===== src/rtl/adsr_envelope_if.sv =====
// Sample stream, gate and envelope controls between synth, ADSR and I2S2.
// Master drives the synth-side inputs; slave is the envelope block.
interface adsr_envelope_if #(
  parameter int SAMPLE_WIDTH = 32,
  parameter int LEVEL_WIDTH  = 16
);
  logic                    gate_in;
  logic                    sample_valid_in;
  logic [SAMPLE_WIDTH-1:0] sample_in;
  logic [LEVEL_WIDTH-1:0]  attack_rate_in;
  logic [LEVEL_WIDTH-1:0]  decay_rate_in;
  logic [LEVEL_WIDTH-1:0]  sustain_level_in;
  logic [LEVEL_WIDTH-1:0]  release_rate_in;
  logic [SAMPLE_WIDTH-1:0] sample_out;
  logic                    valid_out;
  logic [LEVEL_WIDTH-1:0]  level_out;
  logic [2:0]              state_out;
  logic                    active_out;

  modport master (
    output gate_in, sample_valid_in, sample_in,
    output attack_rate_in, decay_rate_in,
    output sustain_level_in, release_rate_in,
    input  sample_out, valid_out, level_out,
    input  state_out, active_out
  );

  modport slave (
    input  gate_in, sample_valid_in, sample_in,
    input  attack_rate_in, decay_rate_in,
    input  sustain_level_in, release_rate_in,
    output sample_out, valid_out, level_out,
    output state_out, active_out
  );
endinterface


===== src/rtl/adsr_envelope.sv =====
// ADSR amplitude envelope with a 2-cycle sample scaling pipeline.
// Define ADSR_RETRIGGER_EN to restart ATTACK from 0 on every gate rising edge.
module adsr_envelope #(
  parameter int SAMPLE_WIDTH = 32,
  parameter int LEVEL_WIDTH  = 16
) (
  input  logic clk_in,
  input  logic rst_n_in,
  adsr_envelope_if.slave bus
);

  localparam int LW = LEVEL_WIDTH;
  localparam int SW = SAMPLE_WIDTH;
  localparam int PW = SW + LW + 1;
  localparam logic [LW-1:0] LMAX = '1;

  typedef enum logic [2:0] {
    IDLE    = 3'd0,
    ATTACK  = 3'd1,
    DECAY   = 3'd2,
    SUSTAIN = 3'd3,
    RELEASE = 3'd4
  } state_t;

  state_t          state, state_nx;
  logic [LW-1:0]   level, level_nx;
  logic            tick, gate, retrig;
  logic [LW:0]     atk_sum, dec_diff, rel_diff;
  logic signed [PW-1:0] prod, p;
  logic            v1;
  logic [SW-1:0]   sample_q;
  logic            valid_q;

  assign tick = bus.sample_valid_in;
  assign gate = bus.gate_in;

`ifdef ADSR_RETRIGGER_EN
  logic gate_q, rise, rise_pend;

  assign rise = gate & ~gate_q;

  // A press between ticks is held until the next tick consumes it
  always_ff @(posedge clk_in or negedge rst_n_in) begin
    if (!rst_n_in) begin
      gate_q    <= 1'b0;
      rise_pend <= 1'b0;
    end else begin
      gate_q <= gate;
      if (tick)
        rise_pend <= 1'b0;
      else if (rise)
        rise_pend <= 1'b1;
    end
  end

  assign retrig = rise | rise_pend;
`else
  assign retrig = 1'b0;
`endif

  assign atk_sum  = {1'b0, level} + {1'b0, bus.attack_rate_in};
  assign dec_diff = {1'b0, level} - {1'b0, bus.decay_rate_in};
  assign rel_diff = {1'b0, level} - {1'b0, bus.release_rate_in};

  always_comb begin
    state_nx = state;
    level_nx = level;
    if (tick) begin
      if (retrig && state != IDLE) begin
        state_nx = (bus.attack_rate_in == LMAX) ? DECAY : ATTACK;
        level_nx = bus.attack_rate_in;
      end else begin
        unique case (state)
          IDLE: begin
            if (gate) state_nx = ATTACK;
          end
          ATTACK: begin
            if (!gate) begin
              state_nx = RELEASE;
            end else if (atk_sum[LW] || atk_sum[LW-1:0] == LMAX) begin
              state_nx = DECAY;
              level_nx = LMAX;
            end else begin
              level_nx = atk_sum[LW-1:0];
            end
          end
          DECAY: begin
            // Also covers a sustain at or above the current level
            if (!gate) begin
              state_nx = RELEASE;
            end else if (dec_diff[LW] ||
                         dec_diff[LW-1:0] <= bus.sustain_level_in) begin
              state_nx = SUSTAIN;
              level_nx = bus.sustain_level_in;
            end else begin
              level_nx = dec_diff[LW-1:0];
            end
          end
          SUSTAIN: begin
            if (!gate) state_nx = RELEASE;
            else       level_nx = bus.sustain_level_in;
          end
          RELEASE: begin
            if (gate) begin
              state_nx = ATTACK;
            end else if (rel_diff[LW] || rel_diff[LW-1:0] == '0) begin
              state_nx = IDLE;
              level_nx = '0;
            end else begin
              level_nx = rel_diff[LW-1:0];
            end
          end
          default: begin
            state_nx = IDLE;
            level_nx = '0;
          end
        endcase
      end
    end
  end

  assign prod = PW'($signed(bus.sample_in)) * PW'($signed({1'b0, level}));

  always_ff @(posedge clk_in or negedge rst_n_in) begin
    if (!rst_n_in) begin
      state    <= IDLE;
      level    <= '0;
      p        <= '0;
      v1       <= 1'b0;
      sample_q <= '0;
      valid_q  <= 1'b0;
    end else begin
      state   <= state_nx;
      level   <= level_nx;
      v1      <= tick;
      valid_q <= v1;
      if (tick) p <= prod;
      if (v1)   sample_q <= p[LW +: SW];
    end
  end

  assign bus.sample_out = sample_q;
  assign bus.valid_out  = valid_q;
  assign bus.level_out  = level;
  assign bus.state_out  = state;
  assign bus.active_out = (state != IDLE);

endmodule

===== src/flat_wrapper.sv =====
// flat-port wrapper written by rule: the top's interface ports become plain ports
module adsr_envelope_flat 
#(
  parameter int SAMPLE_WIDTH = 32,
  parameter int LEVEL_WIDTH  = 16
)
  (clk_in, rst_n_in, bus_gate_in, bus_sample_valid_in, bus_sample_in, bus_attack_rate_in, bus_decay_rate_in, bus_sustain_level_in, bus_release_rate_in, bus_sample_out, bus_valid_out, bus_level_out, bus_state_out, bus_active_out);
  adsr_envelope_if #(.SAMPLE_WIDTH(SAMPLE_WIDTH), .LEVEL_WIDTH(LEVEL_WIDTH)) bus_i ();
  input  logic clk_in;
  input  logic rst_n_in;
  input wire logic [$bits(bus_i.gate_in)-1:0] bus_gate_in;
  input wire logic [$bits(bus_i.sample_valid_in)-1:0] bus_sample_valid_in;
  input wire logic [$bits(bus_i.sample_in)-1:0] bus_sample_in;
  input wire logic [$bits(bus_i.attack_rate_in)-1:0] bus_attack_rate_in;
  input wire logic [$bits(bus_i.decay_rate_in)-1:0] bus_decay_rate_in;
  input wire logic [$bits(bus_i.sustain_level_in)-1:0] bus_sustain_level_in;
  input wire logic [$bits(bus_i.release_rate_in)-1:0] bus_release_rate_in;
  output wire logic [$bits(bus_i.sample_out)-1:0] bus_sample_out;
  output wire logic [$bits(bus_i.valid_out)-1:0] bus_valid_out;
  output wire logic [$bits(bus_i.level_out)-1:0] bus_level_out;
  output wire logic [$bits(bus_i.state_out)-1:0] bus_state_out;
  output wire logic [$bits(bus_i.active_out)-1:0] bus_active_out;
  assign bus_i.gate_in = bus_gate_in;
  assign bus_i.sample_valid_in = bus_sample_valid_in;
  assign bus_i.sample_in = bus_sample_in;
  assign bus_i.attack_rate_in = bus_attack_rate_in;
  assign bus_i.decay_rate_in = bus_decay_rate_in;
  assign bus_i.sustain_level_in = bus_sustain_level_in;
  assign bus_i.release_rate_in = bus_release_rate_in;
  assign bus_sample_out = bus_i.sample_out;
  assign bus_valid_out = bus_i.valid_out;
  assign bus_level_out = bus_i.level_out;
  assign bus_state_out = bus_i.state_out;
  assign bus_active_out = bus_i.active_out;
  adsr_envelope #(.SAMPLE_WIDTH(SAMPLE_WIDTH), .LEVEL_WIDTH(LEVEL_WIDTH)) u_core (.clk_in(clk_in), .rst_n_in(rst_n_in), .bus(bus_i));
endmodule

===== config.mk =====
export PLATFORM = sky130hd
export DESIGN_NAME = adsr_envelope_flat
export DESIGN_NICKNAME = d
export VERILOG_FILES = /design/src/rtl/adsr_envelope_if.sv /design/src/rtl/adsr_envelope.sv /design/src/flat_wrapper.sv
export SDC_FILE = /design/constraint.sdc
export NUM_CORES = 2
export LEC_CHECK = 0
export CORE_ASPECT_RATIO = 1.25
export CORE_MARGIN = 3
export CORE_UTILIZATION = 50
export DETAILED_ROUTE_END_ITERATION = 10
export GPL_TIMING_DRIVEN = 0
export PLACE_DENSITY = 0.67
export SYNTH_ARGS = -nofsm -noshare
export SYNTH_HDL_FRONTEND = slang
export SYNTH_SLANG_ARGS = --single-unit

===== constraint.sdc =====
create_clock -name clk_in -period 10.9 [get_ports clk_in]
set_clock_uncertainty 0.05 [all_clocks]
set_input_delay 2.725 -clock clk_in [delete_from_list [all_inputs] [get_ports clk_in]]
set_output_delay 2.725 -clock clk_in [all_outputs]
set_load 0.02 [all_outputs]

== Word level (Yosys, flattened, before mapping) ==
Cells that the tools add are included.

* Register bits after elaboration: 101
* Bits of input ports: 100
* Output and inout port bits: 53

* $add $sub $neg: 3
* Multipliers: 1
* Magnitude comparators: 1
* Equality and inequality tests: 14
* Multiplexer cells: 17
* Bitwise operators: 1
* Reductions and logical operators: 8

{| class="wikitable"
|+ Operators with widths
! operator !! count
|-
| 16-bit 2-to-1 mux || 7
|-
| 16-bit one-hot mux with 5 select lines || 1
|-
| 32-bit by 17-bit multiplier with 48-bit output || 1
|-
| 16-bit by 16-bit subtractor with 17-bit output || 2
|-
| 3-bit 2-to-1 mux || 8
|-
| 16-bit by 16-bit adder with 17-bit output || 1
|-
| 16-bit equality test (second input constant) || 1
|-
| 16-bit <= comparator || 1
|-
| 16-bit zero test || 1
|-
| 3-bit one-hot mux with 5 select lines || 1
|-
| 2-bit != test (second input constant) || 6
|-
| 6-bit AND reduction || 2
|-
| 3-bit by 2-bit != test with 1-bit output (second input constant) || 3
|-
| 3-bit by 2-bit equality test with 1-bit output (second input constant) || 2
|-
| 3-bit by 1-bit equality test with 1-bit output (second input constant) || 1
|-
| 3-bit equality test (second input constant) || 1
|-
| 3-bit zero test || 1
|-
| 1-bit logical OR || 3
|-
| 3-bit nonzero test || 1
|-
| 1-bit inverter || 1
|}

== Depth between registers and ports, before layout ==
* Depth in word-level cells: 6
* Gate-level depth with buffers: 26

== Least setup slack after synthesis ==
Ideal clock, no wire load.

* Path kind: input to register
* From: input port bus_sample_in[9]
* To: register u_core.p[46]
* Arrival: 8425 ps
* Required time: 10725 ps
* Path slack: 2300 ps
* Stages on the path: 22
* Buffers on the path: 1
* Path through: clkbuf_1 -> and2_1 -> fa_1 -> inv_1 -> fa_1 -> fa_1 -> fa_1 -> inv_1 -> fa_1 -> inv_1 -> fa_1 -> inv_1 -> ha_1 -> o21ai_0 -> o21bai_1 -> or3_4 -> a311oi_2 -> a21oi_2 -> a221o_4 -> a31oi_2 -> a21oi_1 -> mux2_2

* Word-level cells in the longest chain between the ends: 1

{| class="wikitable"
|+ Ends and longest elaborated chain
! element !! line !! source
|-
| start: declaration || flat_wrapper.sv:13 || <nowiki>input wire logic [$bits(bus_i.sample_in)-1:0] bus_sample_in;</nowiki>
|-
| 32-bit by 17-bit multiplier with 48-bit output || adsr_envelope.sv:122 || <nowiki>assign prod = PW'($signed(bus.sample_in)) * PW'($signed({1'b0, level}));</nowiki>
|-
| end signal: assignment || adsr_envelope.sv:137 || <nowiki>if (tick) p <= prod;</nowiki>
|-
| end: declaration || adsr_envelope.sv:29 || <nowiki>logic signed [PW-1:0] prod, p;</nowiki>
|}

No other way between the ends.
A chain may end at the register's enable or synchronous reset.

== Final worst setup path ==
* From: input port bus_sample_in[16]
* To: register u_core.p[44]

The elaborated chain is that of the path after synthesis.

==> impl_metrics.py <==
metrics = {
    "worst_hold_path": {
        "min_from": "u_core.v1",
        "hold_end": "u_core.bus.valid_out",
        "hold_class": "reg -> reg",
        "whs_path_depth": 0,
    },
    "setup_path": {
        "cp.arrival_ns": 10.88,
        "rr_endpoint": "u_core.p[44]",
        "endpoint_kind": "flip-flop",
        "rrSetupSlack_ns": 2.32,
        "crit_slowest_cell": "clkdlybuf4s50_1",
        "reg2reg_depth": 22,
        "crit_required_ns": 11.11,
        "crit_top_cell": "fa_1",
        "r2r_start": "u_core.bus.level_out[7]",
        "slowest_delay_ns": 0.77,
        "crit_type": "in -> reg",
        "cp_max_fo": 10,
        "worstSetupStartpointType": "primary input",
        "crit_chain": "clkdlybuf4s50_1, clkbuf_1, nand2_1, fa_1, inv_1, fa_1, fa_1, fa_1, fa_1, inv_1, fa_1, inv_1, ha_1, nand2_1, nor3_1, nand4_1, nor4_4, nor3_1, or3_1, a31oi_1, o21ai_0, a31o_2",
    },
    "timing": {
        "clock.fmax_mhz": 93.7,
        "finalCritPeriodShare": 0.979,
        "rsz0062_at_grt": "no",
        "tightest_slew_ns": 1.06,
        "hold_viol_final": 0,
        "fin_crit_ns": 10.67,
        "finalSetupViolCount": 0,
        "slew_viol_final": 0,
        "layout_setup_ws_ns": 0.231,
        "maxSlewHeadroom": 0.291,
    },
    "finish": {
        "drive_above_1_share": 0.0437,
        "area_growth_pct": 10.9,
        "nets": 3682,
        "instances_no_fill": 3573,
    },
    "clocking": {
        "numCtsBuffers": 9,
        "root_buffer": "clkbuf_16",
        "clk_latency_ns": 0.37,
        "cts_sinks": 85,
        "cts_max_level": 3,
        "clockBufferDepth": 2,
        "cts_tree": "yes",
        "path_clk_slew_ns": 0.07,
    },
    "yosys": {
        "synth-main-ff-cell": "dfrtp_1",
        "synth_edf_count": 0,
        "yosys.area_share.adder": 0.486,
        "synth-simple-area-share": 0.153,
        "yosys_register_bits": 85,
        "synth_top_family_by_area": "adder cells",
        "synth_common_cells": "inv_1, fa_1, nand2_1, and2_1, ha_1",
        "syn_inst": 2757,
        "async_flop_share": 1.00,
        "synth_area_leaders": "fa_1, inv_1, ha_1",
        "synth.distinct_cells": 87,
        "synth_compound_area_frac": 0.101,
        "yosys_warnings": 0,
        "synth_xor_area_frac": 0.0243,
        "yosys.area.top_type_share": 0.396,
        "synth_fp_nets": 3518,
        "synth_area_leader_cell": "fa_1",
        "yosysMostFrequentCell": "inv_1",
        "synth-seq-area-share": 0.0867,
        "synth_mux_area_frac": 0.0311,
        "syn-cell-area_um2": 24500,
        "synth.avg_cell_area_um2": 8.90,
    },
    "global_route": {
        "grt_pass1_vias": 21706,
        "grt_usage": 0.305,
        "grt_max_degree": 73,
        "grt-ovfl-total": 0,
        "grt_pass1_wl_um": 120000,
        "grt_antenna_before_repair": 6,
    },
    "detailed_routing": {
        "viasPerCell": 5.56,
        "drt_pass1_iterations": 5,
        "wl_per_cell_um": 21.3,
        "wl_um": 76100,
        "vias": 19862,
        "drt-initial-drc-count": 1293,
        "ant_nets": 0,
        "drc": 0,
    },
    "outcome": {
        "outcome": "finished, final reports clean",
    },
    "die": {
        "rows": 90,
        "boundaryPins": 153,
        "design.core.area_um2": 48400,
        "initial_core_util": 0.506,
        "die_area_um2": 51800,
        "die_x_um": 204,
        "die_h_um": 254,
    },
    "place": {
        "dp_hpwl_um": 62900,
        "io_buffers": 152,
        "post-place-ws_ns": -0.913,
        "gp_congestion": 0.970,
        "dp_cells": 3554,
    },
    "job": {
        "maxCapViolations": 0,
    },
}
## routing by layer
layer  track usage  vias to the layer above  part of all wire
met3        0.0446                      234             0.063
met2         0.524                      756              0.49
met5             0                        -                 0
met4         0.199                        0             0.077
li1              -                     8822                 -
met1         0.358                    10050              0.37
## metrics by stage
step            util  area, um^2  setup TNS (ns)  hold WS, ns
2_1_floorplan      -       24500               0        0.302
3_3_place_gp   0.555       26900           -7.28        0.307
3_5_place_dp   0.555       26900           -7.70        0.307
4_1_cts        0.562       27200               0        0.324
5_1_grt        0.562       27200               0        0.339
6_report       0.562       27200               0        0.326
## layout make-up
cell class | count | area (um^2)
fillers | 4505 | 21200
multi-input cells | 1909 | 19500
inverters | 646 | 2420
flip-flops and latches | 85 | 2130
repair buffers | 153 | 1550
well taps | 644 | 806
plain buffers | 117 | 479
clock buffers | 9 | 225
clock inverters | 7 | 80.1
diodes | 3 | 7.51
## cell families (layout without fill, tap and decap cells)
logic type,count (synthesis),count (layout)
buffers and inverters,763,932
DFF,85,85
xor gates and xnor gates,68,68
muxes,68,68
and+or+nand+nor,752,752
AOI/OAI and AO/OA,360,360
adders and majority gates,661,661
other,0,3
## state kept, by name, summed over array words and instances, names as in the netlist
register / count
u_core.bus.valid_out: 1
u_core.bus.level_out: 16
u_core.p: 32
u_core.bus.state_out: 3
u_core.v1: 1
u_core.bus.sample_out: 32
## layout by cell type, fill, tap and decap left out, types with 12 or more instances in the layout
cell / n
a211oi_1: 19
a21o_1: 36
a21oi_1: 101
a31oi_1: 12
and2_1: 232
clkbuf_1: 101
clkdlybuf4s50_1: 151
dfrtp_1: 85
fa_1: 485
ha_1: 176
inv_1: 646
mux2_2: 62
nand2_1: 337
nand3_1: 24
nand4_1: 16
nor2_1: 53
nor2b_1: 12
nor3_1: 15
o211ai_1: 15
o21a_1: 14
o21ai_0: 52
o21bai_1: 12
xnor2_1: 43
xor2_1: 25
## critical path, delay by kind of cell
family	cells	cell delay, ns
AO/OA/AOI/OAI	3	0.62
adder cells (fa/ha/maj)	7	3.57
buffers and inverters	5	1.50
AND/OR/NAND/NOR	7	2.43
## repair_timing
action                     4_1_cts  5_1_grt
setup buffers                    0        0
pin swaps                        0        0
hold buffers                     0        0
setup endpoints to repair       10        2
gates resized for setup          2        4
## worst max-delay path by stage
stage / startpoint / to / slack, ns / depth (start not counted)
final: bus_sample_in[16] / u_core.p[44] / 0.23 / 22
after global routing: bus_sample_in[16] / u_core.p[33] / 0.07 / 22
after CTS: bus_sample_in[20] / u_core.p[44] / 0.19 / 23
after detailed placement: bus_sample_in[20] / u_core.p[33] / -0.91 / 23
after global placement: bus_sample_in[20] / u_core.p[33] / -0.89 / 23
after floorplan: bus_sample_in[9] / u_core.p[46] / 2.30 / 22
Power is not shown: default switching activity piles up to over one toggle a cycle in this logic, so the estimate is an artifact.
==> edit (same settings) <==
The option `ADSR_RETRIGGER_EN` is turned on by a define.
--- a/src/rtl/adsr_envelope.sv
+++ b/src/rtl/adsr_envelope.sv
@@ -1,5 +1,7 @@
 // ADSR amplitude envelope with a 2-cycle sample scaling pipeline.
 // Define ADSR_RETRIGGER_EN to restart ATTACK from 0 on every gate rising edge.
+`define ADSR_RETRIGGER_EN
+
 module adsr_envelope #(
   parameter int SAMPLE_WIDTH = 32,
   parameter int LEVEL_WIDTH  = 16
Behaviour: not the same (a bounded check fails within 4 cycles, from zero or initial values and one cycle with rst_n_in low).
==> edit against the unedited design <==
Wire length fell by 2.5%. Area after synthesis shrank 2.1%. Sequential cell count is 2 higher. Highest routed layer unchanged. Cell area fell by 2.0%. First-iteration DRC count is 15% lower. Worst setup slack gained 290 ps.
Power is not shown: default switching activity piles up to over one toggle a cycle in this logic, so the estimate is an artifact.
==> edit: results (changes against the unedited design) <==
- Status: complete, no violations (unchanged)
- Maxcap violations: 0 (unchanged)
- Die ar.: 50,700 um2 (was 51,800 um2)
- Worst Hold Depth: 0 (unchanged)
- Gate Count Post-Synth: 2,706 (was 2,757)
- FILL cells: 4,352 (was 4,505)
- Measured slew at the worst slew-check pin: 1240 ps (was 1060 ps)
- Dpl ws: 158 ps (was -913 ps)
- I/O Buffers: 152 (unchanged)
- Post-synth ARST share: 100% (unchanged)
- CTS root buf: clkbuf_16 (unchanged)
- TritonCTS Buffers: 9 (unchanged)
- Worst r2r path cells: 23 (was 22)
- Global Route Usage Sum: 30.1% (was 30.5%)
- Clock Tree Buf Depth: 2 (unchanged)
- Share of cells above drive strength 1: 3.20% (was 4.37%)
- Detailed Routing Iterations Pass 1: 5 (unchanged)
- Min-delay worst type: flop to flop (unchanged)
- Synth Flop Type: dfrtp_1 (unchanged)
- H-tree levels: 3 (unchanged)
- Area contributors post-synth: fa_1, inv_1, ha_1 (unchanged)
- Final HPWL DP: 62,800 um (was 62,900 um)
- Final WL: 74,200 um (was 76,100 um)
- CP Max Fanout: 10 (unchanged)
- Yosys cell types: 74 (was 87)
- Hold_buf cts: 0 (unchanged)
- Clk_lat worst skew: 370 ps (about the same)
- Final Non-Filler Cells: 3,515 (was 3,573)
- Worst Path Arrival: 10,580 ps (was 10,880 ps)
- Reg clk slew, reported paths: 70 ps (about the same)
- Dpl cells: 3,496 (was 3,554)
- Synth top cells by count: inv_1, fa_1, nand2_1 (unchanged)
- Post-CTS Setup Inserts: 0 (unchanged)
- Register area share after synthesis: 9.06% (was 8.67%)
- Gates resized, CTS repair: 0 (was 2)
- Yosys Warn Count: 0 (unchanged)
- Nets: 3,631 (was 3,682)
- Vias/cell: 5.53 (was 5.56)
- Global-route wire length before repair: 118,000 um (was 120,000 um)
- Largest net degree at the start of global routing: 64 (was 73)
- Vias in the first global route: 21,400 (was 21,700)
- Initial antenna violation count: 0 (was 6)
- GPL Wtd Cong: 0.944 (was 0.970)
- Initial DRC count: 1,105 (was 1,293)
- Die W: 202 um (was 204 um)
-- edit: kinds of logic after synthesis --
family / synth area share [%]
AO/OA/AOI/OAI: 8.84
multiplexers: 2.79
flip-flops: 9.06
buffers and inverters: 11.8
adder cells (fa/ha/maj): 49.6
AND/OR/NAND/NOR: 15.1
XOR/XNOR: 2.84
-- edit: cell type report --
type                            instances  area [um2]  share of cell area (%)
Antenna cell                            3        7.51                  0.0281
Clock buffer                            9         225                   0.844
Tap cell                              637         797                    2.99
Sequential cell                        87        2180                    8.16
Timing Repair Buffer                  153        1550                    5.80
Multi-Input combinational cell       1866       19000                    71.3
Buffer                                110         413                    1.55
Inverter                              643        2410                    9.05
Clock inverter                          7        78.8                   0.295
-- edit: path summary, 6_finish.rpt --
kind | from | endpoint | slack [ps]
worst max-delay path | bus_sample_in[7] | u_core.p[36]$_DFFE_PN0P_ | 520
worst min-delay path | u_core.v1$_DFF_PN0_ | u_core.bus.valid_out$_DFF_PN0_ | 330
worst max register to register | u_core.bus.level_out[9]$_DFFE_PN0P_ | u_core.p[36]$_DFFE_PN0P_ | 2730
worst min register to register | u_core.v1$_DFF_PN0_ | u_core.bus.valid_out$_DFF_PN0_ | 330
max in group asynchronous | rst_n_in | u_core.bus.sample_out[19]$_DFFE_PN0P_ | 7960
min in group asynchronous | rst_n_in | u_core.bus.level_out[15]$_DFFE_PN0P_ | 2230
-- edit: per-layer routing --
layer,wire length [um],global-route usage [%],up-vias
met4,5650,18.1,0
met1,27300,34.7,9837
met3,3870,3.72,243
met5,0,0,-
li1,-,-,8600
met2,37300,53.5,762
-- edit: metrics by stage --
| step | utilization, % | area [um2] | hold slack [ps] |
|---|---|---|---|
| after floorplan | - | 24000 | 302 |
| after global placement | 55.7 | 26300 | 313 |
| after detailed placement | 55.7 | 26400 | 318 |
| after global routing | 56.3 | 26700 | 349 |
| final | 56.4 | 26700 | 333 |
| after CTS | 56.3 | 26700 | 334 |
-- edit: critical path: stages --
cell and delay [ps]:
clkdlybuf4s50_1 770, clkbuf_1 570, nand2_1 170, fa_1 570, inv_1 50, fa_1 490
inv_1 50, fa_1 560, inv_1 60, fa_1 460, fa_1 490, inv_1 50
fa_1 480, inv_1 40, ha_1 340, nand3_1 130, or2_2 330, o31ai_2 820
a41oi_1 320, a31oi_1 390, a21o_1 200, a21oi_1 80, xnor2_1 140, mux2_2 270
